**src/rtl/fp64_pcm_pkg.sv**
```systemverilog
// Shared types and constants for the binary64 to 16-bit PCM converter.
package fp64_pcm_pkg;

  typedef enum logic [2:0] {
    StIdle,
    StUnpack,
    StAlign,
    StRound,
    StDone,
    StWait
  } state_e;

  typedef enum logic [1:0] {
    ClsZero,
    ClsSat,
    ClsNorm
  } cls_e;

  localparam int unsigned EXP_BIAS = 1023;
  localparam int unsigned FRAC_W   = 52;
  localparam int unsigned EXP_NAN  = 2047;

  // |x| < 0.5 below EXP_HALF; |x| >= 32768 from EXP_SAT upwards
  localparam int unsigned EXP_HALF = EXP_BIAS - 1;
  localparam int unsigned EXP_SAT  = EXP_BIAS + 15;

  localparam logic signed [15:0] SAT_POS = 16'sh7FFF;
  localparam logic signed [15:0] SAT_NEG = 16'sh8000;

endpackage

```
**src/rtl/fp64_align_round.sv**
```systemverilog
// Aligns the binary64 mantissa to an integer magnitude and extracts the round bit.
module fp64_align_round
  import fp64_pcm_pkg::*;
(
  input  logic [10:0]       exp_i,
  input  logic [FRAC_W-1:0] frac_i,
  output logic [15:0]       mag_o,
  output logic              rnd_o
);

  logic [FRAC_W:0] mant;
  logic [5:0]      sh_m1;
  logic [16:0]     shifted;

  assign mant    = {1'b1, frac_i};
  // Shift one place short so the round bit lands at bit 0
  assign sh_m1   = 6'(11'(EXP_BIAS + FRAC_W - 1) - exp_i);
  assign shifted = 17'(mant >> sh_m1);
  assign mag_o   = shifted[16:1];
  assign rnd_o   = shifted[0];

endmodule

```
**src/rtl/fp64_to_pcm16.sv**
```systemverilog
// Multi-cycle binary64 to saturating 16-bit PCM converter, round half away from zero.
// Optional SAMPLE_ALIGN_EN holds the result until sampling_cycle_counter reaches 0.
module fp64_to_pcm16
  import fp64_pcm_pkg::*;
#(
  parameter int unsigned CNT_W = 13
) (
  input  logic             clk_operation,
  input  logic             rst,
  input  logic             enable,
  input  logic [CNT_W-1:0] sampling_cycle_counter,
  input  logic [63:0]      double,
  output logic [15:0]      sig16b,
  output logic             ready,
  output logic             busy
);

  state_e      state_q, state_d;
  logic [63:0] in_q, in_d;
  cls_e        cls_q, cls_d;
  logic [15:0] mag_q, mag_d;
  logic        rnd_q, rnd_d;
  logic [15:0] res_q, res_d;
  logic [15:0] sig_q, sig_d;
  logic        ready_q, ready_d;
  logic        busy_q, busy_d;

  logic              sign;
  logic [10:0]       exp_f;
  logic [FRAC_W-1:0] frac_f;
  logic [15:0]       al_mag;
  logic              al_rnd;
  logic [15:0]       sum;
  logic [15:0]       round_val;
  cls_e              cls_val;

  assign sign   = in_q[63];
  assign exp_f  = in_q[62:52];
  assign frac_f = in_q[51:0];

`ifdef SAMPLE_ALIGN_EN
  logic [15:0] stage_q, stage_d;
  logic        cnt_zero;
  assign cnt_zero = (sampling_cycle_counter == '0);
`else
  logic unused_cnt;
  assign unused_cnt = ^sampling_cycle_counter;
`endif

  fp64_align_round u_align_round (
    .exp_i  (exp_f),
    .frac_i (frac_f),
    .mag_o  (al_mag),
    .rnd_o  (al_rnd)
  );

  always_comb begin
    cls_val = ClsNorm;
    if (exp_f == 11'(EXP_NAN)) begin
      cls_val = (frac_f != '0) ? ClsZero : ClsSat;
    end else if (exp_f < 11'(EXP_HALF)) begin
      cls_val = ClsZero;
    end else if (exp_f >= 11'(EXP_SAT)) begin
      cls_val = ClsSat;
    end
  end

  // Magnitude never exceeds 32768, so 16 bits hold the rounded sum
  assign sum = mag_q + {15'd0, rnd_q};

  always_comb begin
    round_val = '0;
    unique case (cls_q)
      ClsZero: round_val = '0;
      ClsSat:  round_val = sign ? SAT_NEG : SAT_POS;
      default: begin
        if (sign) begin
          round_val = -sum;
        end else begin
          round_val = sum[15] ? SAT_POS : sum;
        end
      end
    endcase
  end

  always_comb begin
    state_d = state_q;
    in_d    = in_q;
    cls_d   = cls_q;
    mag_d   = mag_q;
    rnd_d   = rnd_q;
    res_d   = res_q;
    sig_d   = sig_q;
    ready_d = 1'b0;
    busy_d  = busy_q;
`ifdef SAMPLE_ALIGN_EN
    stage_d = stage_q;
`endif
    unique case (state_q)
      StIdle: begin
        if (enable) begin
          in_d    = double;
          busy_d  = 1'b1;
          state_d = StUnpack;
        end
      end
      StUnpack: begin
        cls_d   = cls_val;
        state_d = StAlign;
      end
      StAlign: begin
        mag_d   = al_mag;
        rnd_d   = al_rnd;
        state_d = StRound;
      end
      StRound: begin
        res_d   = round_val;
        state_d = StDone;
      end
      StDone: begin
`ifdef SAMPLE_ALIGN_EN
        if (cnt_zero) begin
          sig_d   = res_q;
          ready_d = 1'b1;
          busy_d  = 1'b0;
          state_d = StIdle;
        end else begin
          stage_d = res_q;
          state_d = StWait;
        end
`else
        sig_d   = res_q;
        ready_d = 1'b1;
        busy_d  = 1'b0;
        state_d = StIdle;
`endif
      end
`ifdef SAMPLE_ALIGN_EN
      StWait: begin
        if (cnt_zero) begin
          sig_d   = stage_q;
          ready_d = 1'b1;
          busy_d  = 1'b0;
          state_d = StIdle;
        end
      end
`endif
      default: begin
        busy_d  = 1'b0;
        state_d = StIdle;
      end
    endcase
  end

  always_ff @(posedge clk_operation or negedge rst) begin
    if (!rst) begin
      state_q <= StIdle;
      in_q    <= '0;
      cls_q   <= ClsZero;
      mag_q   <= '0;
      rnd_q   <= 1'b0;
      res_q   <= '0;
      sig_q   <= '0;
      ready_q <= 1'b0;
      busy_q  <= 1'b0;
`ifdef SAMPLE_ALIGN_EN
      stage_q <= '0;
`endif
    end else begin
      state_q <= state_d;
      in_q    <= in_d;
      cls_q   <= cls_d;
      mag_q   <= mag_d;
      rnd_q   <= rnd_d;
      res_q   <= res_d;
      sig_q   <= sig_d;
      ready_q <= ready_d;
      busy_q  <= busy_d;
`ifdef SAMPLE_ALIGN_EN
      stage_q <= stage_d;
`endif
    end
  end

  assign sig16b = sig_q;
  assign ready  = ready_q;
  assign busy   = busy_q;

endmodule

```
**config.mk**
```make
export PLATFORM = sky130hd
export DESIGN_NAME = fp64_to_pcm16
export DESIGN_NICKNAME = d
export VERILOG_FILES = /design/src/rtl/fp64_pcm_pkg.sv /design/src/rtl/fp64_align_round.sv /design/src/rtl/fp64_to_pcm16.sv
export SDC_FILE = /design/constraint.sdc
export NUM_CORES = 1
export LEC_CHECK = 0
export ABC_CLOCK_PERIOD_IN_PS = 3650
export CORE_MARGIN = 2
export CORE_UTILIZATION = 55
export DETAILED_ROUTE_END_ITERATION = 8
export DONT_BUFFER_PORTS = 1
export PLACE_DENSITY = 0.75
export SLEW_MARGIN = 10
export SYNTH_ARGS = -nofsm -noshare
export SYNTH_HDL_FRONTEND = slang
export SYNTH_SLANG_ARGS = --single-unit
export TNS_END_PERCENT = 1
```
**constraint.sdc**
```tcl
create_clock -name clk_operation -period 3.65 [get_ports clk_operation]
set_input_delay 0.5475 -clock clk_operation [delete_from_list [all_inputs] [get_ports clk_operation]]
set_output_delay 0.5475 -clock clk_operation [all_outputs]
set_load 0.01 [all_outputs]
```
---- Yosys cells after proc, flatten, opt, wreduce, memory -nomap -nowiden ----
Cells that the tools add are included.
word-level totals
  register bits after elaboration ......... 120
  bits of input ports ..................... 80
  output and inout port bits .............. 18
  logic and storage cells ................. 42
operators by class
  add/subtract/negate cells ............... 3
  order comparisons ....................... 2
  equality and inequality tests ........... 7
  shift operators ......................... 1
  mux-type cells .......................... 13
  bitwise gates (word level) .............. 1
  reductions and logical operators ........ 6
operators with widths
  cell                    count
  $shr A53 B6 Y17         1
  $reduce_bool A52 Y1     1
  $mux W16                2
  $pmux W16 S2            1
  $add A16 B1 Y16         1
  $neg A16 Y16            1
  $mux W15                1
  $pmux W3 S4             1
  $eq A11 B11 Y1 const B  1
  $ge A11 B11 Y1 const B  1
  $lt A11 B10 Y1 const B  1
  $eq A3 B2 Y1 const B    2
  $mux W2                 3
  $sub A6 B6 Y6 const A   1
  $reduce_and A2 Y1       2
  $eq A3 B1 Y1 const B    1
  $eq A3 B3 Y1 const B    1
  $logic_not A3 Y1        1
  $mux W1                 3
  $mux W3                 1
  $reduce_or A3 Y1        1
  $eq A2 B1 Y1 const B    1
  $logic_not A2 Y1        1
  $ne A2 B2 Y1 const B    1
  2 further kinds         2

---- Depth between registers and ports, before layout ----
Gate-level depths: netlist of the first run.
  depth in word-level cells ............... 4
  gate-level depth with buffers ........... 14

---- Modules after synthesis ----
From an unflattened synthesis of the first run, not the netlist that was laid out.
unflattened totals
  cell total of the unflattened synthesis .. 793
  area total of the unflattened synthesis .. 8714.6 µm²
by module, submodules not included
  module            instances  cells an instance  area each (µm²)
  fp64_to_pcm16     1          475                5676.7
  fp64_align_round  1          318                3037.9

---- Worst setup path after synthesis of the first run ----
OpenSTA, ideal clock, no wires.
  path kind ............................... register to register
  start ................................... register in_q[52]
  end ..................................... register mag_q[1]
  arrival time ............................ 2.702 ns
  setup slack ............................. 0.805 ns
  cell stages (with the launch flop) ...... 14
  buffers on the path ..................... 6
  cells stage by stage .................... dfrtp_1 > buf_4 > buf_2 > buf_4 > inv_1 > ha_1 > buf_2 > buf_2 > buf_2 > mux4_2 > o211ai_1 > o21ai_0 > a21oi_1 > a21oi_1
on the way
  cells in the longest elaborated chain, start to end .. 2
RTL lines
  item                    RTL line                RTL
  start, declared         fp64_to_pcm16.sv:19     logic [63:0] in_q, in_d;
  start signal, assigned  fp64_to_pcm16.sv:171    in_q <= in_d;
  $sub A6 B6 Y6           fp64_align_round.sv:17  assign sh_m1 = 6'(11'(EXP_BIAS + FRAC_W - 1) - exp_i);
  $shr A53 B6 Y17         fp64_align_round.sv:18  assign shifted = 17'(mant >> sh_m1);
  end signal, assigned    fp64_to_pcm16.sv:173    mag_q <= mag_d;
  end, declared           fp64_to_pcm16.sv:21     logic [15:0] mag_q, mag_d;
No other way between the ends.
A chain may end at the register's enable or synchronous reset.

---- Worst setup path in the final report of the first run ----
  start ................................... register mag_q[0]
  end ..................................... register res_q[14]
on the way
  cells in the longest elaborated chain, start to end .. 4
RTL lines
  item                                      RTL line                                  RTL
  $add A16 B1 Y16 (*)                       fp64_to_pcm16.sv:69                       assign sum = mag_q + {15'd0, rnd_q};
  $neg A16 Y16 or $mux W15 (tied branches)  fp64_to_pcm16.sv:78, fp64_to_pcm16.sv:80
  $mux W16 (*)                              fp64_to_pcm16.sv:77                       if (sign) begin
  $pmux W16 S2 (*)                          fp64_to_pcm16.sv:73                       unique case (cls_q)
  end signal, assigned                      fp64_to_pcm16.sv:175                      res_q <= res_d;
  end, declared                             fp64_to_pcm16.sv:23                       logic [15:0] res_q, res_d;
Mark *: on every way between the ends. The rest lies on a longest branch, timed or not.

==> reports/results.md, run 1 <==
| Step | Parameter | Value |
| --- | --- | --- |
| global routing | Number of global-route vias before repair | 6281 |
| drt | Vias per std cell | 6.43 |
| sta | Fmax achieved | 352 MHz |
| sta | Final hold violation count | 0 |
| drt | Overall routed net length | 20.0 mm |
| clocking | Total number of H-tree levels | 4 |
| sta | Crit path time final | 2.84 ns |
| global routing | Global-route wire length before repair | 32.7 mm |
| place | Count of port buffers added during placement | 0 |
| sta | RSZ-0062 raised after global routing | false |
| critical path | Endpoint class of the critical path | flip-flop |
| clocking | Worst skew pair latency | 0.43 ns |
| global routing | Largest net degree at the start of global routing | 121 |
| drt | DRC | 0 |
| synth | Avg Inst Size Synth | 9.97 um2 |
| layout | Number of antenna cells inserted | 0 |
| drt | Routed wirelength normalized by instance count | 19.7 um |
| floorplanning | Full die area | 0.0162 mm2 |
| place | RD Place Congestion | 1.01 |
| drt | First-pass iteration count of the detailed router | 5 |
| layout | Finished layout cell area | 0.00909 mm2 |
| synth | Primary flip-flop cell chosen by synthesis mapping | sky130_fd_sc_hd__dfrtp_1 |
| critical path | Cell-by-cell trace of the critical path | ha_1, ha_1, nand3_2, xnor2_1, nand4bb_1, nor3b_2, nor4b_1, a21o_1, a211oi_2 |
| clocking | Number of gates given a new drive strength after cts | 0 |
| critical path | Top cell by count, worst path | sky130_fd_sc_hd__ha_1 |
| floorplanning | Std-Cell Core Area | 0.0150 mm2 |
| global routing | Global routing usage summed across all routing layers | 0.255 |
| critical path | Largest fanout of any net on the critical path | 11 |
| synth | Syn. warnings | 0 |
| clocking | Clock tree from TritonCTS | built |
| clocking | Clock Tree Buf Depth | 2 |
| sta | Normalized max-slew margin | 0.466 |
| drt | Routed Antenna Nets | 0 |
| sta | Post-Route Setup TNS | 0 ns |
| hold path | Worst hold-check path type | in -> async |
| critical path | Nature of the critical path startpoint | flip-flop |
| synth | Number of storage elements in the synthesis netlist | 120 |
| clocking | Clock sink count | 120 |
| sta | Least-Margin Pin Slew | 0.801 ns |
| sta | Final worst clock skew | 0.0178 ns |
| layout | Layout cell share with drive strength beyond 1 | 0.258 |
| drt | Vias after detailed routing | 6524 |
| place | HPWL reported at the end of detailed placement | 14.3 mm |
| floorplanning | I/O pin count | 98 |
| drt | Count of routing violations after the opening detailed-route iteration | 646 |
| critical path | Critical path class | reg -> reg |
| synth | Post-synth top area cell | sky130_fd_sc_hd__dfrtp_1 |
| critical path | Delay of the slowest cell on the worst path | 0.47 ns |
| global routing | Grt total ovfl | 0 |
| critical path | Data arrival time of the critical path | 3.13 ns |
| synth | Area share of the leading cell type in the synthesized netlist | 0.359 |
| layout | Net total in the final layout | 899 |
| floorplanning | Overall die height | 127 um |
| job | Number of max-cap violations | 0 |
| synth | Cell area after synthesis | 0.00837 mm2 |
| floorplanning | Number of core rows | 45 |
| global routing | Number of antenna violations at the first check in global routing | 0 |
| run status | Status | complete, no violations |
| synth | Number of enable-type register cells in the synthesized netlist | 0 |
| synth | Leading cell types by total area after synthesis | sky130_fd_sc_hd__dfrtp_1 36%, sky130_fd_sc_hd__mux2_2 16%, sky130_fd_sc_hd__mux2i_1 6.3% |
| synth | Synthesized net count | 925 |
| sta | Count of endpoints failing setup in the final report | 0 |
| sta | Number of pins with negative max-slew slack in the final report | 0 |
| layout | Most common cell after layout, fill and taps aside | sky130_fd_sc_hd__dfrtp_1 |
| layout | Synth-to-layout area growth | 8.62% |
| floorplanning | Chip width | 127 um |
| synth | Post-Syn Instances | 840 |
| clocking | Total clock buffers created by CTS | 17 |
| critical path | Highest-delay cell along the critical path | sky130_fd_sc_hd__nor4b_1 |
| synth | Share of synthesized area occupied by flip-flops and latches | 0.359 |
| clocking | Clock transition at the registers of the reported paths | 0.06 ns |
| floorplanning | Starting density of the core | 0.557 |
| synth | Count of different cell masters after synthesis | 76 |
| clocking | Root buffer cell | sky130_fd_sc_hd__clkbuf_16 |
| critical path | Required time of the worst setup path | 3.94 ns |
| sta | Final cycle utilization of the critical path | 0.778 |
| layout | Commonest cells after routing, fill and taps aside | 119 x sky130_fd_sc_hd__dfrtp_1, 118 x sky130_fd_sc_hd__mux2_2, 84 x sky130_fd_sc_hd__nor2_1 |
| place | Placed cell areas | 0.00845 mm2 |
| synth | Async S/R FF share, synth | 1.00 |
[worst paths after layout]
kind	start	endpoint	slack, ns	cells after the start
setup / recovery	mag_q[0]$_DFFE_PN0P_	res_q[14]$_DFFE_PN0P_	0.81	9
hold / removal	rst	in_q[21]$_DFFE_PN0P_	0.06	1
setup reg to reg	mag_q[0]$_DFFE_PN0P_	res_q[14]$_DFFE_PN0P_	0.81	9
hold reg to reg	res_q[5]$_DFFE_PN0P_	res_q[5]$_DFFE_PN0P_	0.50	1
max in group asynchronous	rst	in_q[52]$_DFFE_PN0P_	3.09	1
min in group clk_operation	enable	state_q[0]$_DFFE_PN0P_	0.25	1
[registers in the layout (all words and copies together), names as in the netlist, 2 cells and up]
register,flops
in_q,64
cls_q,2
mag_q,16
res_q,16
state_q,3
sig16b,16
[cell usage after synthesis, types with 13 or more instances]
cell type and instances:
sky130_fd_sc_hd__clkbuf_1 26, sky130_fd_sc_hd__o21ai_0 31, sky130_fd_sc_hd__a21oi_1 33, sky130_fd_sc_hd__xnor2_1 16
sky130_fd_sc_hd__nand3_1 20, sky130_fd_sc_hd__buf_2 22, sky130_fd_sc_hd__nor3_1 16, sky130_fd_sc_hd__o211ai_1 17
sky130_fd_sc_hd__a211oi_1 14, sky130_fd_sc_hd__nor2_1 84, sky130_fd_sc_hd__dfrtp_1 120, sky130_fd_sc_hd__xor2_1 13
sky130_fd_sc_hd__mux2_2 118, sky130_fd_sc_hd__nand2_1 63, sky130_fd_sc_hd__inv_1 13, sky130_fd_sc_hd__mux2i_1 53
sky130_fd_sc_hd__mux4_2 14, sky130_fd_sc_hd__nor4_1 19
[cell type report]
class                      count  area, um2
clock buffer                  20        447
multi-input combinational    643       5030
fill                        1209       5940
timing repair buffer          18        155
clock inverter                12        165
sequential                   120       3000
tap                          188        235
inverter                      14       52.6
[cells by family (layout without fill, tap and decap cells)]
group | Yosys count | in the layout | synth area share
AND/OR/NAND/NOR | 250 | 250 | 0.150
multiplexers | 185 | 185 | 0.260
AO/OA/AOI/OAI | 170 | 170 | 0.141
flip-flops | 120 | 120 | 0.359
buffers and inverters | 77 | 64 | 0.0445
XOR/XNOR | 33 | 33 | 0.0381
adder cells (fa/ha/maj) | 5 | 5 | 0.00747
[metrics by stage]
stage                     worst slack [ns]  hold slack [ns]  instances  utilization
after detailed placement             0.868            0.255        982        0.562
after global placement               0.916            0.259        982        0.562
after CTS                            0.846           0.0997       1015        0.604
final                                0.811           0.0570       1015        0.605
after global routing                 0.601            0.132       1015        0.605
after floorplan                      0.805            0.252        840            -
[metal layers]
layer	vias up	routed length [um]	GRT usage
met3	35	1250	0.0590
met5	-	0	0
met2	243	9440	0.402
met1	3177	8910	0.348
li1	3069	-	-
met4	0	447	0.0892
[critical path, delay by kind of cell (launching register included)]
family                     cells  cell delay [ns]
and+or+nand+nor                4             1.22
adders and majority gates      2             0.68
DFF                            1             0.34
AOI/OAI and AO/OA              2             0.27
xor gates and xnor gates       1             0.20
[what timing repair did]
item | in CTS | in global routing
setup endpoints to repair | 0 | 0
hold buffers | 1 | 0
endpoints found under the hold margin | 120 | 0
setup buffers | 0 | 0
Power of run 1 is not shown: default switching activity piles up to over one toggle a cycle in this logic, so the estimate is an artifact.
==> run 2: changes to the inputs <==
ABC_CLOCK_PERIOD_IN_PS = 2590   (was 3650)
PLACE_DENSITY = 0.78   (was 0.75)
clock period = 2.59 ns   (was 3.65 ns; I/O delays follow)
==> reports/results.md, run 2 (synthesis results as in run 1) <==
| Step | Parameter | Value | vs previous |
| --- | --- | --- | --- |
| layout | Number of antenna cells inserted | 0 | unchanged |
| sta | Fmax achieved | 399 MHz | +13% |
| floorplanning | Overall die height | 127 um | unchanged |
| hold path | Worst hold-check path type | in -> async |  |
| drt | Overall routed net length | 20.2 mm | +0.56% |
| layout | Number of cells in the finished layout apart from fillers | 1053 | +3.7% |
| sta | Minimum hold slack | -0.350 ns | -0.407 ns |
| critical path | Top cell by count, worst path | sky130_fd_sc_hd__mux2i_1 |  |
| sta | Normalized max-slew margin | 0.469 | +0.00351 |
| floorplanning | Number of core rows | 45 | unchanged |
| job | Number of max-cap violations | 0 | unchanged |
| layout | Synth-to-layout area growth | 12.5% |  |
| layout | Net total in the final layout | 937 | +4.2% |
| global routing | Largest net degree at the start of global routing | 121 | unchanged |
| critical path | Data arrival time of the critical path | 2.85 ns | -0.28 ns |
| sta | Number of pins with negative max-slew slack in the final report | 0 | unchanged |
| critical path | Nature of the critical path startpoint | flip-flop |  |
| sta | Final hold violation count | 120 | +120 |
| floorplanning | Full die area | 0.0162 mm2 | unchanged |
| place | Instance count after placement with tap cells included | 1020 | +3.9% |
| sta | Final cycle utilization of the critical path | 0.967 | +0.189 |
| layout | Largest register FFs | 64 | unchanged |
| floorplanning | Chip width | 127 um | unchanged |
| sta | RSZ-0062 raised after global routing | true |  |
| sta | Crit path time final | 2.51 ns | -0.334 ns |
| global routing | Number of antenna violations at the first check in global routing | 0 | unchanged |
| sta | Final worst clock skew | 0.00961 ns | -0.00815 ns |
| drt | Vias after detailed routing | 6563 | +0.60% |
| layout | Count of fill cells added during filler insertion | 1176 | -2.7% |
| clocking | Total number of H-tree levels | 4 | unchanged |
| sta | Count of endpoints failing setup in the final report | 0 | unchanged |
| sta | Least-Margin Pin Slew | 0.792 ns | -0.00917 ns |
| critical path | Required time of the worst setup path | 2.94 ns | -1.00 ns |
| global routing | Number of global-route vias before repair | 6512 | +3.7% |
| global routing | Global routing usage summed across all routing layers | 0.259 | +0.00425 |
| layout | Top reg by flops | in_q |  |
| layout | Layout cell share with drive strength beyond 1 | 0.299 | +0.0419 |
| floorplanning | Std-Cell Core Area | 0.0150 mm2 | unchanged |
| layout | Commonest cells after routing, fill and taps aside | 119 x sky130_fd_sc_hd__dfrtp_1, 118 x sky130_fd_sc_hd__mux2_2, 84 x sky130_fd_sc_hd__nor2_1 |  |
| run status | Status | finished with violations |  |
| clocking | Clock transition at the registers of the reported paths | 0.06 ns | about the same |
| clocking | Clock tree from TritonCTS | built |  |
| clocking | Clock sink count | 120 | unchanged |
| place | Count of port buffers added during placement | 0 | unchanged |
| drt | First-pass iteration count of the detailed router | 5 | unchanged |
| drt | Routed wirelength normalized by instance count | 19.1 um | -3.1% |
| floorplanning | Starting density of the core | 0.557 | unchanged |
| critical path | Critical path class | reg -> reg |  |
| global routing | Grt total ovfl | 0 | unchanged |
| clocking | Root buffer cell | sky130_fd_sc_hd__clkbuf_16 |  |
| place | Pre-CTS worst setup slack | 0.00648 ns | -0.862 ns |
| global routing | Global-route wire length before repair | 33.5 mm | +2.3% |
| layout | Most common cell after layout, fill and taps aside | sky130_fd_sc_hd__dfrtp_1 |  |
| clocking | Worst skew pair latency | 0.43 ns | about the same |
| sta | Slack of the critical path | 0.0848 ns | -0.726 ns |
| run status | Violated checks | negative hold slack |  |
| drt | Routed Antenna Nets | 0 | unchanged |
| place | RD Place Congestion | 0.955 | -5.7% |
| drt | DRC | 0 | unchanged |
| critical path | Delay of the slowest cell on the worst path | 0.50 ns | +0.03 ns |
| place | HPWL reported at the end of detailed placement | 14.8 mm | +3.5% |
| clocking | Clock Tree Buf Depth | 2 | unchanged |
| floorplanning | I/O pin count | 98 | unchanged |
| critical path | Cell-by-cell trace of the critical path | a21oi_4, xor2_4, buf_4, mux2i_1, mux2i_1, o21ai_0, nand2_1, a22oi_1 |  |
| critical path | Largest fanout of any net on the critical path | 18 | +7 |
| critical path | Highest-delay cell along the critical path | sky130_fd_sc_hd__xor2_4 |  |
| critical path | Endpoint class of the critical path | flip-flop |  |
| drt | Vias per std cell | 6.23 | -3.0% |
| clocking | Total clock buffers created by CTS | 17 | unchanged |
| drt | Count of routing violations after the opening detailed-route iteration | 499 | -23% |
==> run 2: changes by cell type in the layout (fill, tap and decap cells not counted), sizes merged <==
| cell | change |
|---|---|
| buf | +38 |
| clkinv | +5 |
| clkbuf | -2 |
| bufinv | -1 |
| clkinvlp | -1 |
| inv | -1 |
==> run 2: per-layer routing <==
| layer | wire, um | vias to the layer above | GRT usage |
|---|---|---|---|
| li1 | - | 3145 | - |
| met1 | 8930 | 3161 | 0.350 |
| met2 | 9560 | 211 | 0.405 |
| met3 | 1060 | 46 | 0.0603 |
| met4 | 612 | 0 | 0.109 |
| met5 | 0 | - | 0 |
==> run 2: area by class of cell <==
type                            count  area (um2)  area share
Clock buffer                       18         429      0.0456
Inverter                           14        55.1     0.00584
Clock inverter                     14         150      0.0159
Sequential cell                   120        3000       0.319
Timing Repair Buffer               56         470      0.0499
Tap cell                          188         235      0.0250
Multi-Input combinational cell    643        5080       0.539
==> run 2: per-stage QoR <==
| stage | setup TNS (ns) | utilization | cell area (um2) |
|---|---|---|---|
| after detailed placement | 0 | 0.585 | 8800 |
| after floorplan | 0 | - | 8410 |
| after global placement | 0 | 0.585 | 8800 |
| after CTS | 0 | 0.624 | 9380 |
| after global routing | -0.0726 | 0.627 | 9420 |
| final | 0 | 0.627 | 9420 |
==> run 2: what timing repair did <==
action / in CTS / in global routing
endpoints found under the hold margin: 120 / 120
gates resized for setup: 1 / 7
pin swaps: 0 / 7
setup buffers: 0 / 1
setup endpoints to repair: 1 / 12
==> run 2: worst paths after layout <==
check	start	endpoint	slack, ns	cells past startpoint
setup / recovery	in_q[52]$_DFFE_PN0P_	mag_q[15]$_DFFE_PN0P_	0.08	8
hold / removal	rst	in_q[16]$_DFFE_PN0P_	-0.35	0
setup reg to reg	in_q[52]$_DFFE_PN0P_	mag_q[15]$_DFFE_PN0P_	0.08	8
hold reg to reg	state_q[2]$_DFFE_PN0P_	state_q[1]$_DFFE_PN0P_	0.48	1
max in group asynchronous	rst	res_q[12]$_DFFE_PN0P_	2.78	0
min in group clk_operation	enable	state_q[0]$_DFFE_PN0P_	0.08	1
==> run 2: worst max-delay path, delay by kind of cell (launching register included) <==
| kind | cells | cell delay, ns |
|---|---|---|
| XOR/XNOR | 1 | 0.50 |
| AO/OA/AOI/OAI | 3 | 0.68 |
| AND/OR/NAND/NOR | 1 | 0.09 |
| flip-flops | 1 | 0.46 |
| multiplexers | 2 | 0.43 |
| buffers and inverters | 1 | 0.25 |
Power of run 2 is left out for the same reason.
